===== config.mk =====
export PLATFORM = sky130hd
export DESIGN_NAME = usr_serial_ctrl
export DESIGN_NICKNAME = d
export VERILOG_FILES = /design/src/rtl/usr_pkg.sv /design/src/rtl/usr_datapath.sv /design/src/rtl/usr_serial_ctrl.sv
export SDC_FILE = /design/constraint.sdc
export NUM_CORES = 1
export LEC_CHECK = 0
export CAP_MARGIN = 5
export CORE_UTILIZATION = 44
export DETAILED_ROUTE_END_ITERATION = 12
export GPL_TIMING_DRIVEN = 0
export PLACE_DENSITY = 0.81
export SYNTH_ARGS = -nofsm -noshare
export SYNTH_HDL_FRONTEND = slang
export SYNTH_SLANG_ARGS = --single-unit

===== constraint.sdc =====
create_clock -name clk -period 1.7 [get_ports clk]
set_input_delay 0.34 -clock clk [delete_from_list [all_inputs] [get_ports clk]]
set_output_delay 0.34 -clock clk [all_outputs]
set_load 0.01 [all_outputs]

===== src/rtl/usr_pkg.sv =====
// Shared definitions for the universal shift register serial controller:
// datapath mode encodings and the sequencer state type.
package usr_pkg;

    localparam logic [1:0] MODE_HOLD = 2'b00;
    localparam logic [1:0] MODE_SHR  = 2'b01;
    localparam logic [1:0] MODE_SHL  = 2'b10;
    localparam logic [1:0] MODE_LOAD = 2'b11;

    typedef enum logic [1:0] {
        ST_IDLE  = 2'b00,
        ST_SHIFT = 2'b01,
        ST_DONE  = 2'b10
    } state_t;

endpackage


===== src/rtl/usr_datapath.sv =====
// N-bit universal shift register: hold, shift right (si into MSB),
// shift left (si into LSB) or parallel load, with synchronous reset.
module usr_datapath
    import usr_pkg::*;
#(
    parameter int N = 4
) (
    input  logic         clk,
    input  logic         rst,
    input  logic [1:0]   mode,
    input  logic         si,
    input  logic [N-1:0] d,
    output logic [N-1:0] q
);

    logic [N-1:0] q_r;

    // Register update selected by the two-bit mode code
    always_ff @(posedge clk) begin
        if (rst) begin
            q_r <= {N{1'b0}};
        end else begin
            case (mode)
                MODE_HOLD: q_r <= q_r;
                MODE_SHR:  q_r <= {si, q_r[N-1:1]};
                MODE_SHL:  q_r <= {q_r[N-2:0], si};
                MODE_LOAD: q_r <= d;
                default:   q_r <= q_r;
            endcase
        end
    end

    assign q = q_r;

endmodule


===== src/rtl/usr_serial_ctrl.sv =====
// Full-duplex serial transfer engine: loads a word, shifts it out MSB- or
// LSB-first at CLKS_PER_BIT clocks per bit while capturing sin, then strobes rx_valid.
module usr_serial_ctrl
    import usr_pkg::*;
#(
    parameter int N            = 4,
    parameter int CLKS_PER_BIT = 2
) (
    input  logic         clk,
    input  logic         rst,
    input  logic [N-1:0] tx_data,
    input  logic         tx_valid,
    output logic         tx_ready,
    input  logic         dir,
    input  logic         pause,
    input  logic         sin,
    output logic         sout,
    output logic         busy,
    output logic [N-1:0] rx_data,
    output logic         rx_valid
);

    localparam int TW = (CLKS_PER_BIT > 1) ? $clog2(CLKS_PER_BIT) : 1;
    localparam int CW = (N > 1) ? $clog2(N) : 1;

    localparam logic [TW-1:0] TIMER_LAST = TW'(CLKS_PER_BIT - 1);
    localparam logic [TW-1:0] TIMER_ONE  = TW'(1);
    localparam logic [CW-1:0] COUNT_LAST = CW'(N - 1);
    localparam logic [CW-1:0] COUNT_ONE  = CW'(1);

    state_t        state_r;
    state_t        state_nxt_s;
    logic [TW-1:0] timer_r;
    logic [TW-1:0] timer_nxt_s;
    logic [CW-1:0] count_r;
    logic [CW-1:0] count_nxt_s;
    logic          dir_r;
    logic          dir_nxt_s;
    logic [1:0]    mode_s;
    logic [N-1:0]  q_s;

    // Sequencer state, bit timer, bit counter and latched direction
    always_ff @(posedge clk) begin
        if (rst) begin
            state_r <= ST_IDLE;
            timer_r <= {TW{1'b0}};
            count_r <= {CW{1'b0}};
            dir_r   <= 1'b0;
        end else begin
            state_r <= state_nxt_s;
            timer_r <= timer_nxt_s;
            count_r <= count_nxt_s;
            dir_r   <= dir_nxt_s;
        end
    end

    // Next-state and datapath mode; pause in SHIFT freezes everything
    always_comb begin
        state_nxt_s = state_r;
        timer_nxt_s = timer_r;
        count_nxt_s = count_r;
        dir_nxt_s   = dir_r;
        mode_s      = MODE_HOLD;
        case (state_r)
            ST_IDLE: begin
                if (tx_valid) begin
                    mode_s      = MODE_LOAD;
                    dir_nxt_s   = dir;
                    timer_nxt_s = {TW{1'b0}};
                    count_nxt_s = {CW{1'b0}};
                    state_nxt_s = ST_SHIFT;
                end else begin
                    mode_s      = MODE_HOLD;
                end
            end
            ST_SHIFT: begin
                if (pause) begin
                    mode_s = MODE_HOLD;
                end else if (timer_r == TIMER_LAST) begin
                    mode_s      = dir_r ? MODE_SHR : MODE_SHL;
                    timer_nxt_s = {TW{1'b0}};
                    count_nxt_s = count_r + COUNT_ONE;
                    if (count_r == COUNT_LAST) begin
                        state_nxt_s = ST_DONE;
                    end else begin
                        state_nxt_s = ST_SHIFT;
                    end
                end else begin
                    timer_nxt_s = timer_r + TIMER_ONE;
                    mode_s      = MODE_HOLD;
                end
            end
            ST_DONE: begin
                state_nxt_s = ST_IDLE;
            end
            default: begin
                state_nxt_s = ST_IDLE;
            end
        endcase
    end

    usr_datapath #(
        .N (N)
    ) u_datapath (
        .clk  (clk),
        .rst  (rst),
        .mode (mode_s),
        .si   (sin),
        .d    (tx_data),
        .q    (q_s)
    );

    // Outputs decode from registered state only
    assign tx_ready = (state_r == ST_IDLE);
    assign busy     = (state_r == ST_SHIFT) || (state_r == ST_DONE);
    assign rx_valid = (state_r == ST_DONE);
    assign sout     = (state_r == ST_SHIFT) ? (dir_r ? q_s[0] : q_s[N-1]) : 1'b1;
    assign rx_data  = q_s;

endmodule


Yosys cells after proc, flatten, opt, wreduce, memory -nomap -nowiden
Index checks and enable logic that the tools add are counted.
{ "totals": {"register_bits": 10, "in_bits": 10, "output_inout_bits": 8, "word_cells": 45} }
{ "op_classes": {"addsub": 2, "n_eq_ne": 9, "n_mux": 21, "n_reduce_logical": 8} }
{ "ops": {"columns": ["cell", "count"], "rows": [
  ["2-bit two-way mux", 11],
  ["2-bit case mux with 2 select lines", 3],
  ["4-bit case mux with 3 select lines", 1],
  ["2-bit == test (second input constant)", 4],
  ["2-bit inequality test (second input constant)", 3],
  ["3-bit AND reduction", 2],
  ["1-bit two-way mux", 5],
  ["2-bit by 1-bit == test with 1-bit output (second input constant)", 2],
  ["2-bit logical NOT", 2],
  ["4-bit AND reduction", 1],
  ["2-bit by 1-bit adder with 2-bit output (second input constant)", 1],
  ["1-bit case mux with 2 select lines", 1],
  ["2-bit AND reduction", 1],
  ["2-bit nonzero test", 1],
  ["1-bit adder (second input constant)", 1],
  ["1-bit logical OR", 1]
]} }

Longest topological paths before layout
Gate-level depths: netlist of the first run.
{ "depth": {"word_depth": 6, "mapped_depth": 7} }

By module
A second synthesis of the first run with hierarchy kept.
{ "hier_totals": {"cells_unflattened": 61, "area_unflattened_um2": 624.3} }
{ "modules_own_cells": {"columns": ["mod", "instances", "cells_per_inst", "area_each_um2", "seq_area_each_um2"], "rows": [
  ["usr_serial_ctrl", 1, 49, 425.4, 120.1],
  ["usr_datapath", 1, 12, 198.9, 80.1]
]} }

Least setup slack after synthesis of the first run
OpenSTA, ideal clock, no wires.
{ "synth_path": {"path_type": "reg2reg", "from": "register state_r[0]", "to": "register state_r[0]", "setup_ps": 134, "arrival_ps": 1325, "path_slack_ps": 241, "stages_incl_launch_ff": 7, "n_path_buf": 0, "path_cell_list": "dfxtp_1 -> inv_1 -> ha_1 -> and2b_2 -> a21o_2 -> nor3_1 -> a211oi_1"} }
{ "synth_between": {"elab_chain_cells": 3, "word_cells_on_any_way": 7, "classes_between": "eq/ne: 4; mux: 1; reduce/logical: 2"} }
{ "synth_rtl": {"columns": ["element", "line", "text"], "rows": [
  ["start: declaration", "usr_serial_ctrl.sv:31", "state_t state_r;"],
  ["start signal: assignment", "usr_serial_ctrl.sv:50", "state_r <= state_nxt_s;"],
  ["2-bit logical NOT (*)", null, null],
  ["net tx_ready", "usr_serial_ctrl.sv:13", "output logic tx_ready,"],
  ["2-bit inequality test (no source line)", null, null],
  ["3-bit AND reduction (no source line)", null, null]
]} }
The timed path passes the listed nets; every way through them passes the cells marked *.
A chain may end at the register's enable or synchronous reset.

Worst setup path in the final report of the first run
{ "layout_path": {"from": "register state_r[0]", "to": "output busy"} }
{ "layout_between": {"elab_chain_cells": 2, "word_cells_on_any_way": 3, "classes_between": "eq/ne: 2; reduce/logical: 1"} }
{ "layout_rtl": {"columns": ["element", "line", "text"], "rows": [
  ["2-bit by 1-bit == test with 1-bit output or 2-bit == test (tied branches)", "usr_serial_ctrl.sv:115", "assign busy = (state_r == ST_SHIFT) || (state_r == ST_DONE);"],
  ["1-bit logical OR (*)", "usr_serial_ctrl.sv:115", null],
  ["end: declaration", "usr_serial_ctrl.sv:18", "output logic busy,"]
]} }
Every way passes the cells marked *; elsewhere a longest branch is shown, timed or not.

==> results of run 1 <==
## placed cells by master, fill, tap and decap left out, types with 2 or more instances in the layout
cell type        count
o21ai_0              8
clkdlybuf4s50_1     12
nor2_1              10
dfxtp_1             10
nand2_1              7
ha_4                 2
a311oi_1             3
dlygate4sd2_1        4
clkbuf_4             3
nand3_1              2
ha_1                 2
inv_1                3
a21oi_1              3
nor3_1               3
a211oi_1             2
## worst min-delay path by stage
stage | from | depth (start not counted) | to | slack (ns)
detailed placement | count_r[0] | 1 | count_r[0] | 0.47
global placement | count_r[0] | 1 | count_r[0] | 0.47
finish | rst | 2 | state_r[1] | 0.46
CTS | rst | 2 | state_r[1] | 0.45
floorplan | count_r[0] | 1 | count_r[0] | 0.44
global route | rst | 2 | state_r[1] | 0.52
## cell type report
cell class              instances  area (µm²)  area share (%)
plain buffers                   3        22.5            2.76
inverters                       4        15.0            1.84
repair buffers                 16         155            19.0
multi-input cells              56         369            45.2
well taps                      14        17.5            2.15
flip-flops and latches         10         200            24.5
clock buffers                   4        36.3            4.45
## per-stage QoR
step	setup slack (ns)	power [mW]	util (%)
floorplan	0.241	0.408	-
global placement	-0.0261	0.496	64.6
detailed placement	-0.0729	0.502	64.6
CTS	0.0693	0.720	68.8
global route	0.0119	0.764	69.7
finish	0.0960	0.718	69.7
## registers in the layout, indices dropped and copies added (netlist names)
name	flops
u_datapath.q	4
count_r	2
state_r	2
dir_r	1
timer_r	1
## power by group
part           leakage [nW]  switching, mW  internal (mW)
logic                 0.223          0.112          0.118
registers            0.0820         0.0209          0.255
clock network        0.0210         0.0807          0.130
total                 0.326          0.214          0.504
## repair_timing
| action | CTS | global route |
|---|---|---|
| hold endpoints to repair | 0 | 0 |
| resized for setup | 9 | 1 |
| setup endpoints to repair | 4 | 1 |
## per-layer routing
| layer | track usage (%) | vias up | share of wire (%) |
|---|---|---|---|
| li1 | - | 302 | - |
| met4 | 8.04 | 0 | 0.61 |
| met1 | 28.2 | 254 | 47 |
| met2 | 32.2 | 14 | 47 |
| met5 | 0 | - | 0 |
| met3 | 10.5 | 2 | 5.2 |
## critical path, cell delays in order (launching register included)
cell	delay, ns
dfxtp_1	0.39
inv_2	0.08
ha_4	0.26
dlygate4sd2_1	0.26
## kinds of logic after synthesis
group | after synthesis | synth area share, %
flip-flops | 10 | 34.6
AO/OA/AOI/OAI | 21 | 23.5
buffers and inverters | 7 | 6.05
AND/OR/NAND/NOR | 30 | 25.5
multiplexers | 1 | 1.73
adder cells (fa/ha/maj) | 4 | 8.64
==> results.toml, run 1 <==
[critical_path]
critical_path_class = "reg2out"
end_kind = "output port"
cp.arrival_ns = 1.26
r2r_start = "state_r[0]"
critPathMaxFanout = 3
reg2regPathDepth = 6
startpoint_type = "register"
crit_start = "state_r[0]"
endpoint = "busy"
reg2reg_to = "state_r[0]"
required_ns = 1.36
rrSetupSlack_ns = 0.18

[detailed_routing]
wire_per_inst_um = 12.3
vias_per_cell = 5.35
vias = 572
first_pass_iters = 4
drt_iter0_markers = 12
drc = 0
ant_nets = 0
wirelength_um = 1310

[die]
initial_utilization_pct = 49.5
num_rows = 12
dieArea_mm2 = 0.00147
die_w_um = 38.3
die_y_um = 38.3
io_pins = 18
coreArea_mm2 = 0.00117

[synth]
synth.top_cell.area_share_pct = 34.6
ys_seq_elements = 10
ys_dominant_reg_cell = "dfxtp_1"
synthCells = 73
synth-edff-count = 0
syn_area_per_cell_um2 = 7.94
async_flop_share_pct = 0
syn-num-nets = 87
synth_cell_types = 28
netlist_area_um2 = 579
synth_area_leaders = "dfxtp_1 (35%), ha_1 (8.6%), o21ai_0 (6.9%)"
yosys_warnings = 0
ys_top_cells_by_count = "dfxtp_1 (10), nor2_1 (10), o21ai_0 (8)"
synth-seq-area-share_pct = 34.6
synth_top_area_cell = "dfxtp_1"

[clock_tree]
clock-sinks = 10
cts_buffers = 3
cts_tree = "built"
htreeDepth = 1
ctsRootBufferMaster = "clkbuf_4"
clk_latency_ns = 0.26
cts_buffer_depth = 2
post_cts_buffers = 0
clkSlewWorstSetupHoldPaths_ns = 0.06
hold_buffers = 0

[placed_design]
dp_cells = 103
gp_congestion = 0.780
port-buffer-count = 16
dp.final_hpwl_um = 999
post_dp_cell_area_um2 = 757

[sta]
worstMarginPinSlew_ns = 0.455
slew_headroom_pct = 69.7
fin_crit_ns = 1.60
fin_tns_setup_ns = 0
rsz0062_at_grt = "false"
whs_ns = 0.460
setup_violations = 0
skew_ns = 0.00280
period_share_pct = 94.4
hold_viol = 0
fmax_mhz = 623
drv_slew = 0

[power_and_ir_drop]
ir_drop_mv = 0.465
p_per_area_mw_per_mm2 = 880
power.leakage_nw = 0.326

[grt]
grt_pass1_vias = 476
grt_usage_pct = 22.2
antenna_found_initial = 0
grt_first_pass_wirelength_um = 2100
gr-total-overflow = 0
grt_start_max_net_pins = 11

[final_layout]
nets = 108
design_area_um2 = 816
area_delta_synth_final_pct = 40.8
fillers = 101
antenna_cells = 0
fin_cells = 107
drive_gt1_share_pct = 15.1

[status]
status = "finished, final reports clean"

[flow_run]
max_cap_viol_count = 0

[min_path]
hold_path.class = "in2reg"
No activity file was read; power rests on OpenSTA's default activity.
==> inputs of run 2 (changes only) <==
Settings changed: GPL_TIMING_DRIVEN 0 to not set.
==> results.toml, run 2 (synthesized netlist as in run 1, its figures left out) <==
[detailed_routing]
ant_nets = 0
vias = 588
drt_iter0_markers = 15
first_pass_iters = 4
vias_per_cell = 5.50
drc = 0
wire_per_inst_um = 11.8
wirelength_um = 1260

[sta]
hold_viol = 0
fin_crit_ns = 1.56
rsz0062_at_grt = "false"
drv_slew = 0
finalWorstSetupSlack_ns = 0.139
worstMarginPinSlew_ns = 0.350
slew_headroom_pct = 76.6
setup_violations = 0
fmax_mhz = 640
period_share_pct = 91.8
skew_ns = 0.0115

[critical_path]
startpoint_type = "register"
crit_slowest_cell = "dfxtp_1"
critPathMaxFanout = 3
cp.arrival_ns = 1.22
critical_path_class = "reg2out"
path_cells = "inv_1 -> ha_4 -> dlygate4sd2_1"
required_ns = 1.36
end_kind = "output port"
rrSetupSlack_ns = 0.18
slowest_delay_ns = 0.35

[clock_tree]
ctsRootBufferMaster = "clkbuf_4"
cts_tree = "built"
post_cts_buffers = 0
clkSlewWorstSetupHoldPaths_ns = 0.06
cts_buffer_depth = 2
hold_buffers = 0
cts_buffers = 3
htreeDepth = 1
clk_latency_ns = 0.27
cts_resized = 7
clock-sinks = 10

[die]
dieArea_mm2 = 0.00147
initial_utilization_pct = 49.5
num_rows = 12
coreArea_mm2 = 0.00117
io_pins = 18
die_y_um = 38.3
die_w_um = 38.3

[status]
status = "finished, final reports clean"

[final_layout]
area_delta_synth_final_pct = 38.0
antenna_cells = 0
drive_gt1_share_pct = 14.0
final_common_cell = "clkdlybuf4s50_1"
fin_util_pct = 68.3
nets = 109
largest_reg_flops = 4
final_cell_mix = "clkdlybuf4s50_1 (13), nor2_1 (10), dfxtp_1 (10), o21ai_0 (8), nand2_1 (7)"
fillers = 108

[power_and_ir_drop]
p_per_area_mw_per_mm2 = 832
power.leakage_nw = 0.325
ir_drop_mv = 0.604

[grt]
gr-total-overflow = 0
grt_pass1_vias = 521
grt_usage_pct = 21.2
grt_start_max_net_pins = 13
grt_first_pass_wirelength_um = 2090
antenna_found_initial = 0

[placed_design]
gp_congestion = 0.761
port-buffer-count = 17
dp.final_hpwl_um = 939
place_ws_ns = -0.0160

[min_path]
hold_path.class = "reg2reg"

[flow_run]
max_cap_viol_count = 0
## run 2: through the flow
stage,cell area (µm²),TNS [ns],power [mW],std cells,hold slack [ns]
floorplan,579,0,0.408,73,0.444
global placement,769,0,0.501,104,0.457
detailed placement,769,-0.0160,0.504,104,0.466
CTS,800,0,0.671,107,0.476
global route,800,0,0.708,107,0.510
finish,800,0,0.665,107,0.475
## run 2: metal layers
| layer | routed length [µm] | GRT usage [%] | part of all wire, % |
|---|---|---|---|
| met1 | 580 | 25.1 | 46 |
| met2 | 572 | 32.6 | 45 |
| met3 | 88 | 8.72 | 7.0 |
| met4 | 19 | 10.7 | 1.5 |
| met5 | 0 | 0 | 0 |
## run 2: path summary, 6_finish.rpt
path / endpoint / depth (start not counted) / start
worst max register to register: u_datapath.q[0] / 7 / state_r[1]
worst min-delay path: count_r[0] / 1 / count_r[0]
worst min register to register: count_r[0] / 1 / count_r[0]
worst max-delay path: busy / 3 / state_r[1]
## run 2: area by class of cell
cell class              count  area, µm²  area share, %
inverters                   4       15.0           1.88
repair buffers             20        188           23.5
multi-input cells          56        357           44.6
clock buffers               3       22.5           2.82
well taps                  14       17.5           2.19
flip-flops and latches     10        200           25.0
## run 2: worst max-delay path: cells and delay by family (launching register included)
kind	cells	cell delay, ns
buffers and inverters	2	0.35
flip-flops	1	0.35
adder cells (fa/ha/maj)	1	0.26
## run 2: report_power, final
part | total [mW] | switching, mW | internal (mW)
clock network | 0.164 | 0.0823 | 0.0817
logic | 0.227 | 0.111 | 0.116
registers | 0.274 | 0.0186 | 0.255
total | 0.665 | 0.212 | 0.453
==> inputs of run 3 (changes only) <==
Settings changed: CELL_PAD_IN_SITES_DETAIL_PLACEMENT set to 1, CELL_PAD_IN_SITES_GLOBAL_PLACEMENT set to 2, CORE_UTILIZATION 44 to 24, PLACE_DENSITY 0.81 to 0.79.
==> results.toml, run 3 (synthesized netlist as in run 1, its figures left out) <==
[status]
status = "finished, final reports clean"

[power_and_ir_drop]
power.leakage_nw = 0.333
seqPwrFrac_pct = 37.8
pwr-share-clk_pct = 29.9
intPower_mw = 0.503
p_switching_mw = 0.222
total_power_mw = 0.726
pwr-share-comb_pct = 32.4
p_sw_share_pct = 30.6
p_per_area_mw_per_mm2 = 863
ir_drop_mv = 0.328

[critical_path]
slowest_delay_ns = 0.56
cp_num_buf_inv = 1
required_ns = 1.36
end_kind = "output port"
r2r_start = "state_r[1]"
crit_family = "buffers and inverters"
reg2regPathDepth = 7
startpoint_type = "register"
cp.arrival_ns = 1.21
crit_slowest_cell = "clkdlybuf4s50_1"
reg2reg_to = "u_datapath.q[0]"
critPathMaxFanout = 4
rrSetupSlack_ns = 0.16
path_cells = "clkdlybuf4s50_1"
critical_path_class = "reg2out"

[grt]
gr-total-overflow = 0
grt_first_pass_wirelength_um = 2560
antenna_found_initial = 0
grt_pass1_vias = 563
grt_usage_pct = 13.0
grt_start_max_net_pins = 13

[sta]
skew_ns = 0.00215
finalWorstSetupSlack_ns = 0.145
fin_crit_ns = 1.55
slew_headroom_pct = 71.7
drv_slew = 0
fmax_mhz = 643
setup_violations = 0
fin_tns_setup_ns = 0
hold_viol = 0
period_share_pct = 91.5
worstMarginPinSlew_ns = 0.424
rsz0062_at_grt = "false"

[placed_design]
port-buffer-count = 17
dp_cells = 118
gp_congestion = 0.722
dp.final_hpwl_um = 1170
place_ws_ns = -0.0406

[flow_run]
max_cap_viol_count = 0

[die]
num_rows = 17
die_y_um = 51.1
dieArea_mm2 = 0.00261
initial_utilization_pct = 25.9
die_w_um = 51.1
coreArea_mm2 = 0.00223
io_pins = 18

[detailed_routing]
vias_per_cell = 4.65
wirelength_um = 1490
first_pass_iters = 4
drt_iter0_markers = 6
ant_nets = 0
vias = 567
drc = 0
wire_per_inst_um = 12.2

[clock_tree]
cts_buffer_depth = 2
post_cts_buffers = 0
cts_tree = "built"
clk_latency_ns = 0.26
cts_buffers = 3
ctsRootBufferMaster = "clkbuf_4"
clkSlewWorstSetupHoldPaths_ns = 0.07
clock-sinks = 10
cts_resized = 8
htreeDepth = 1
hold_buffers = 0

[min_path]
holdCritStartpoint = "count_r[0]"
hold_path.class = "reg2reg"
min_delay_path_depth = 1
min_to = "count_r[0]"

[final_layout]
drive_gt1_share_pct = 18.1
area_delta_synth_final_pct = 45.1
largest_reg_flops = 4
fin_util_pct = 37.6
fin_cells = 122
final_common_cell = "clkdlybuf4s50_1"
final_cell_mix = "clkdlybuf4s50_1 (13), nor2_1 (10), dfxtp_1 (9), o21ai_0 (8), nand2_1 (6)"
antenna_cells = 0
nets = 109
==> run 3: cell types whose count changed in the layout (fill, tap and decap cells not counted), sizes merged <==
cell    change
clkbuf      +1
==> run 3: layout make-up <==
class | count | area, µm²
clock buffer | 4 | 36.3
fill | 277 | 1390
inverter | 4 | 15.0
multi-input combinational | 56 | 365
sequential | 10 | 201
tap | 28 | 35.0
timing repair buffer | 20 | 188
==> run 3: worst max-delay path by stage <==
stage / start / endpoint / slack [ns] / depth (start not counted)
3_5_place_dp: tx_valid / count_r[1] / -0.04 / 5
4_1_cts: u_datapath.q[3] / rx_data[3] / 0.13 / 1
5_1_grt: state_r[1] / u_datapath.q[0] / 0.05 / 7
2_1_floorplan: state_r[0] / state_r[0] / 0.24 / 6
3_3_place_gp: tx_valid / count_r[1] / -0.02 / 5
6_report: u_datapath.q[3] / rx_data[3] / 0.15 / 1
==> run 3: stage by stage <==
stage / instance area [µm²] / hold WS (ns)
final: 841 / 0.494
after global routing: 841 / 0.506
after CTS: 832 / 0.494
after detailed placement: 787 / 0.481
after global placement: 787 / 0.466
after floorplan: 579 / 0.444
==> run 3: per-layer routing <==
metal | up-vias | part of all wire [%] | track usage (%)
met5 | - | 0 | 0
met4 | 0 | 1.3 | 5.56
met3 | 2 | 2.5 | 2.08
met2 | 12 | 42 | 17.5
met1 | 254 | 55 | 19.6
li1 | 299 | - | -
==> run 3: power groups by stage <==
stage	clock network [mW]	registers, mW	logic, mW
6_report	0.217	0.274	0.235
5_1_grt	0.235	0.277	0.264
4_1_cts	0.223	0.275	0.232
3_5_place_dp	0	0.280	0.232
3_3_place_gp	0	0.279	0.229
2_1_floorplan	0	0.280	0.128
